### config.mk
export PLATFORM = sky130hd
export DESIGN_NAME = secuenciador_corrimiento
export DESIGN_NICKNAME = d
export VERILOG_FILES = /design/src/rtl/shift_pkg.sv /design/src/rtl/secuenciador_corrimiento.sv
export SDC_FILE = /design/constraint.sdc
export NUM_CORES = 1
export LEC_CHECK = 0
export BUFFER_PORTS_ARGS = -buffer_cell sky130_fd_sc_hd__buf_2
export CORE_MARGIN = 2
export CORE_UTILIZATION = 49
export CTS_BUF_LIST = sky130_fd_sc_hd__clkbuf_16
export CTS_CLUSTER_SIZE = 14
export DETAILED_ROUTE_END_ITERATION = 12
export HOLD_SLACK_MARGIN = 0.08
export PLACE_DENSITY = 0.82
export SLEW_MARGIN = 10
export SYNTH_ARGS = -nofsm -noshare
export SYNTH_HDL_FRONTEND = slang
export SYNTH_SLANG_ARGS = --single-unit
### constraint.sdc
create_clock -name clk -period 3.86 [get_ports clk]
set_input_delay 0.386 -clock clk [delete_from_list [all_inputs] [get_ports clk]]
set_output_delay 0.386 -clock clk [all_outputs]
set_load 0.01 [all_outputs]
### src/rtl/shift_pkg.sv
// Shared types for the multi-pass shift sequencer: shift-unit op codes and sequencer states.
package shift_pkg;

    typedef enum logic [2:0] {
        OpTransfer = 3'b000,
        OpShl      = 3'b001,
        OpShr      = 3'b010,
        OpZero     = 3'b011,
        OpRol      = 3'b100,
        OpRor      = 3'b101,
        OpAsl      = 3'b110,
        OpAsr      = 3'b111
    } shift_op_t;

    typedef enum logic [1:0] {
        IDLE = 2'b00,
        RUN  = 2'b01,
        DONE = 2'b10
    } seq_state_t;

    // Transfer and zero ignore the distance, so they always take exactly one pass.
    function automatic logic is_single_pass(shift_op_t op);
        return (op == OpTransfer) || (op == OpZero);
    endfunction

endpackage

### src/rtl/secuenciador_corrimiento.sv
// Multi-pass controller for an external combinational shift unit: splits a shift distance into
// passes of at most DMAX bits, feeds each result back, and returns the final word.
module secuenciador_corrimiento
    import shift_pkg::*;
#(
    parameter int unsigned N     = 4,
    parameter int unsigned DW    = (N - 1) / 2 + 1,
    parameter int unsigned AMT_W = 4
) (
    input  logic             clk,
    input  logic             rst_n,
    input  logic             cmd_valid,
    output logic             cmd_ready,
    input  logic [2:0]       cmd_op,
    input  logic [AMT_W-1:0] cmd_amount,
    input  logic [N-1:0]     cmd_data,
    input  logic             abort,
    output logic             res_valid,
    input  logic             res_ready,
    output logic [N-1:0]     res_data,
    output logic             busy,
    output logic [N-1:0]     su_F,
    output logic [2:0]       su_H,
    output logic [DW-1:0]    su_D,
    input  logic [N-1:0]     su_s
);

    localparam int unsigned DMAX = (1 << DW) - 1;

    seq_state_t       state_q, state_d;
    logic [N-1:0]     acc_q, acc_d;
    logic [AMT_W-1:0] rem_q, rem_d;
    shift_op_t        op_q, op_d;

    logic [DW-1:0]    pass_amt;
    logic [AMT_W-1:0] rem_after;

    always_ff @(posedge clk) begin
        if (!rst_n) begin
            state_q <= IDLE;
            acc_q   <= '0;
            rem_q   <= '0;
            op_q    <= OpTransfer;
        end else begin
            state_q <= state_d;
            acc_q   <= acc_d;
            rem_q   <= rem_d;
            op_q    <= op_d;
        end
    end

    // Distance for the current pass: min(rem, DMAX), forced to 0 for distance-free ops.
    always_comb begin
        pass_amt = '0;
        if (!is_single_pass(op_q)) begin
            if (32'(rem_q) > DMAX) begin
                pass_amt = DW'(DMAX);
            end else begin
                pass_amt = DW'(rem_q);
            end
        end
        rem_after = rem_q - AMT_W'(pass_amt);
    end

    always_comb begin
        state_d   = state_q;
        acc_d     = acc_q;
        rem_d     = rem_q;
        op_d      = op_q;
        cmd_ready = 1'b0;
        res_valid = 1'b0;
        res_data  = '0;
        busy      = (state_q != IDLE);
        su_F      = acc_q;
        su_H      = 3'b000;
        su_D      = '0;

        unique case (state_q)
            IDLE: begin
                cmd_ready = 1'b1;
                if (cmd_valid) begin
                    acc_d = cmd_data;
                    op_d  = shift_op_t'(cmd_op);
                    rem_d = cmd_amount;
                    if (is_single_pass(shift_op_t'(cmd_op))) begin
                        state_d = RUN;
                    end else if (cmd_amount == '0) begin
                        state_d = DONE;
                    end else begin
                        state_d = RUN;
                    end
                end
            end
            RUN: begin
                su_H = op_q;
                su_D = pass_amt;
                if (abort) begin
                    // Cancelled: drop this pass, keep the accumulator as it was.
                    state_d = IDLE;
                end else begin
                    acc_d = su_s;
                    rem_d = rem_after;
                    if (is_single_pass(op_q) || (rem_after == '0)) begin
                        state_d = DONE;
                    end
                end
            end
            DONE: begin
                res_valid = 1'b1;
                res_data  = acc_q;
                if (res_ready) begin
                    state_d = IDLE;
                end
            end
            default: begin
                state_d = IDLE;
            end
        endcase
    end

endmodule
==> flow_summary.toml <==
[pwr]
ir_drop_v = 0.000323
leakagePower_nw = 0.588
cellPowerDensity_mw_per_mm2 = 540

[finish]
layout.nets = 166
nFillCells = 126
final_cell_area_sq_mm = 0.00109
areaGrowthSynthToFinish_pct = 31.1
n_antenna_cell = 0
layout-drive-gt1-share = 0.275

[cts]
postCtsSetupRepairBufs = 0
cts.reportedPaths.clkPinSlew_ns = 0.04
cts_tree = "yes"
postCtsResizedCells = 0
clock_path_buffers = 2
cts_sinks = 13
numCtsBuffers = 3
worstSkewPairLatency_ns = 0.24
clock-root-buffer = "clkbuf_16"
cts_max_level = 1
ctsHoldBuffers = 0

[placement]
port-buffer-count = 35
placed_area_sq_mm = 0.00101
dpl.hpwl_um = 1600
gp_congestion = 0.833

[synthesis]
syn_area_sq_um = 830
syn_nets = 129
synth.largest_area_cell = "dfxtp_1"
synth_top_area_share = 0.314
postSynthCellCount = 106
yosysWarnings = 0
ys_seq_elements = 13
ys_top_cells_by_area = "dfxtp_1, nand2_1, o211a_1, and2_1, nor2b_1"
synth.avg_cell_area_sq_um = 7.83
ys_seq_area_frac = 0.314
post_synth_num_cell_types = 32

[worst_setup_path]
cp.depth = 7
path_cells = "o32ai_1 -> inv_1 -> fa_1 -> xnor2_1 -> nand4_1 -> o21ai_1 -> mux2i_1"
required_ns = 4.02
timing.reg2reg.worst_path_depth = 7
crit_path_top_delay_cell = "fa_1"
cp.arrival_ns = 2.41
crit_family = "compound AO/OA/AOI/OAI gates"
cp-end-kind = "register"
critPathMaxFanout = 6
critPathLaunchType = "register"
worst-path-buf-inv = 1
path_class = "reg2reg"
max_stage_delay_ns = 0.48

[status]
outcome = "finished clean"

[die]
rows = 14
start_util = 0.538
core_sq_mm = 0.00154
die_x_um = 45.1
die_h_um = 45.1
dieArea_sq_mm = 0.00204
io_pins = 36

[flow_run]
maxCapViolations = 0

[routing]
first_pass_iters = 4
via_per_inst = 5.80
wirelength_um = 2220
antenna_left = 0
wl_per_cell_um = 14.0
dr_total_vias = 917
drt_iter0_drc = 17
drc = 0

[timing]
setup_viol_count_final = 0
final.setup_skew_ns = 0.00298
tightest_slew_ns = 0.719
rsz0062_at_grt = "no"
hold_viol = 0
min_period_ns = 2.25
fin_setup_tns_ns = 0
max_clock_freq_mhz = 444
maxSlewViolCount = 0
period_share = 0.583
relSlewSlack = 0.520

[grt]
grt_pass1_vias = 835
grt_usage = 0.258
antenna_found_initial = 0
grt_max_degree = 17
grt_overflow = 0
grt_pass1_wl_um = 3700

[min_path]
hp-class = "in2reg"
hold_path_depth = 3
==> path summary, 6_finish.rpt <==
path	start	end	slack, ns
min	cmd_op[2]	op_q[2]$_SDFFE_PN0P_	0.42
max	rem_q[2]$_SDFFE_PN0P_	state_q[1]$_SDFFE_PN0P_	1.61
max reg2reg	rem_q[2]$_SDFFE_PN0P_	state_q[1]$_SDFFE_PN0P_	1.61
min reg2reg	su_F[0]$_SDFFE_PN0P_	su_F[0]$_SDFFE_PN0P_	0.52
==> cell usage after synthesis <==
cell       n
o211a_1    5
o32ai_1    2
and2_1     7
a21boi_0   1
mux2i_1    3
a21oi_1    2
a21oi_2    1
o21ai_0    5
xnor2_1    1
nand2_1   18
nor3_1     2
nand3_1    5
buf_2      1
nor4_1     1
o31ai_1    1
clkbuf_1   1
a211oi_1   1
o211ai_1   1
dfxtp_1   13
nand4_1    1
a22oi_1    1
nor2_1     7
o21ai_1    1
nand3b_1   1
ha_1       2
xor2_1     3
fa_1       1
buf_4      1
nand2b_1   4
nor2b_1    7
a211o_1    1
inv_1      5
==> cell families after synthesis <==
kind of cell | after synthesis | synth area share
XOR/XNOR | 4 | 0.0422
AO/OA/AOI/OAI | 22 | 0.196
buffers and inverters | 8 | 0.0422
AND/OR/NAND/NOR | 53 | 0.315
adder cells (fa/ha/maj) | 3 | 0.0543
flip-flops | 13 | 0.314
multiplexers | 3 | 0.0362
==> layout make-up <==
cell class / instances / area (sq um) / share of cell area
flip-flops and latches: 13 / 260 / 0.239
inverters: 5 / 18.8 / 0.0173
clock inverters: 1 / 3.75 / 0.00345
clock buffers: 3 / 75.1 / 0.0690
multi-input cells: 85 / 534 / 0.491
well taps: 16 / 20.0 / 0.0184
repair buffers: 35 / 175 / 0.161
==> per-stage QoR <==
step | power, mW | utilization | cells | hold WS, ns | worst slack (ns)
floorplan | 0.328 | - | 106 | 0.466 | 1.91
global placement | 0.380 | 0.654 | 154 | 0.491 | 1.85
detailed placement | 0.390 | 0.654 | 154 | 0.506 | 1.66
CTS | 0.588 | 0.705 | 158 | 0.425 | 1.65
global route | 0.625 | 0.705 | 158 | 0.440 | 1.44
finish | 0.587 | 0.705 | 158 | 0.423 | 1.61
==> flip-flops by register name (all words and copies together) (netlist names) <==
| register | flops |
|---|---|
| rem_q | 4 |
| su_F | 4 |
| op_q | 3 |
| state_q | 2 |
==> power by group <==
| part | internal [mW] | switching [mW] | total [mW] |
|---|---|---|---|
| Clock | 0.137 | 0.0567 | 0.193 |
| Combinational | 0.0888 | 0.123 | 0.212 |
| Sequential | 0.158 | 0.0246 | 0.182 |
==> layer usage <==
metal  global-route usage  part of all wire  vias to the layer above
met5                    0                 0                        -
met4                0.124             0.029                        0
met3               0.0840             0.078                       12
met2                0.409              0.46                       50
met1                0.313              0.43                      414
li1                     -                 -                      441
==> tightest hold or removal path, cell delays in order <==
cell      delay (ns)
buf_2           0.10
nand3_1         0.05
a21boi_0        0.07
==> placed cells by master, fill, tap and decap left out, types with 3 or more instances in the layout <==
cell	instances
inv_1	6
o21ai_0	5
nand3_1	5
nor2_1	7
nor2b_1	7
nand2_1	18
o211a_1	5
clkbuf_16	3
xor2_1	3
buf_2	35
dfxtp_1	13
nand2b_1	4
and2_1	7
mux2i_1	3
(Power assumes the default switching activity.)
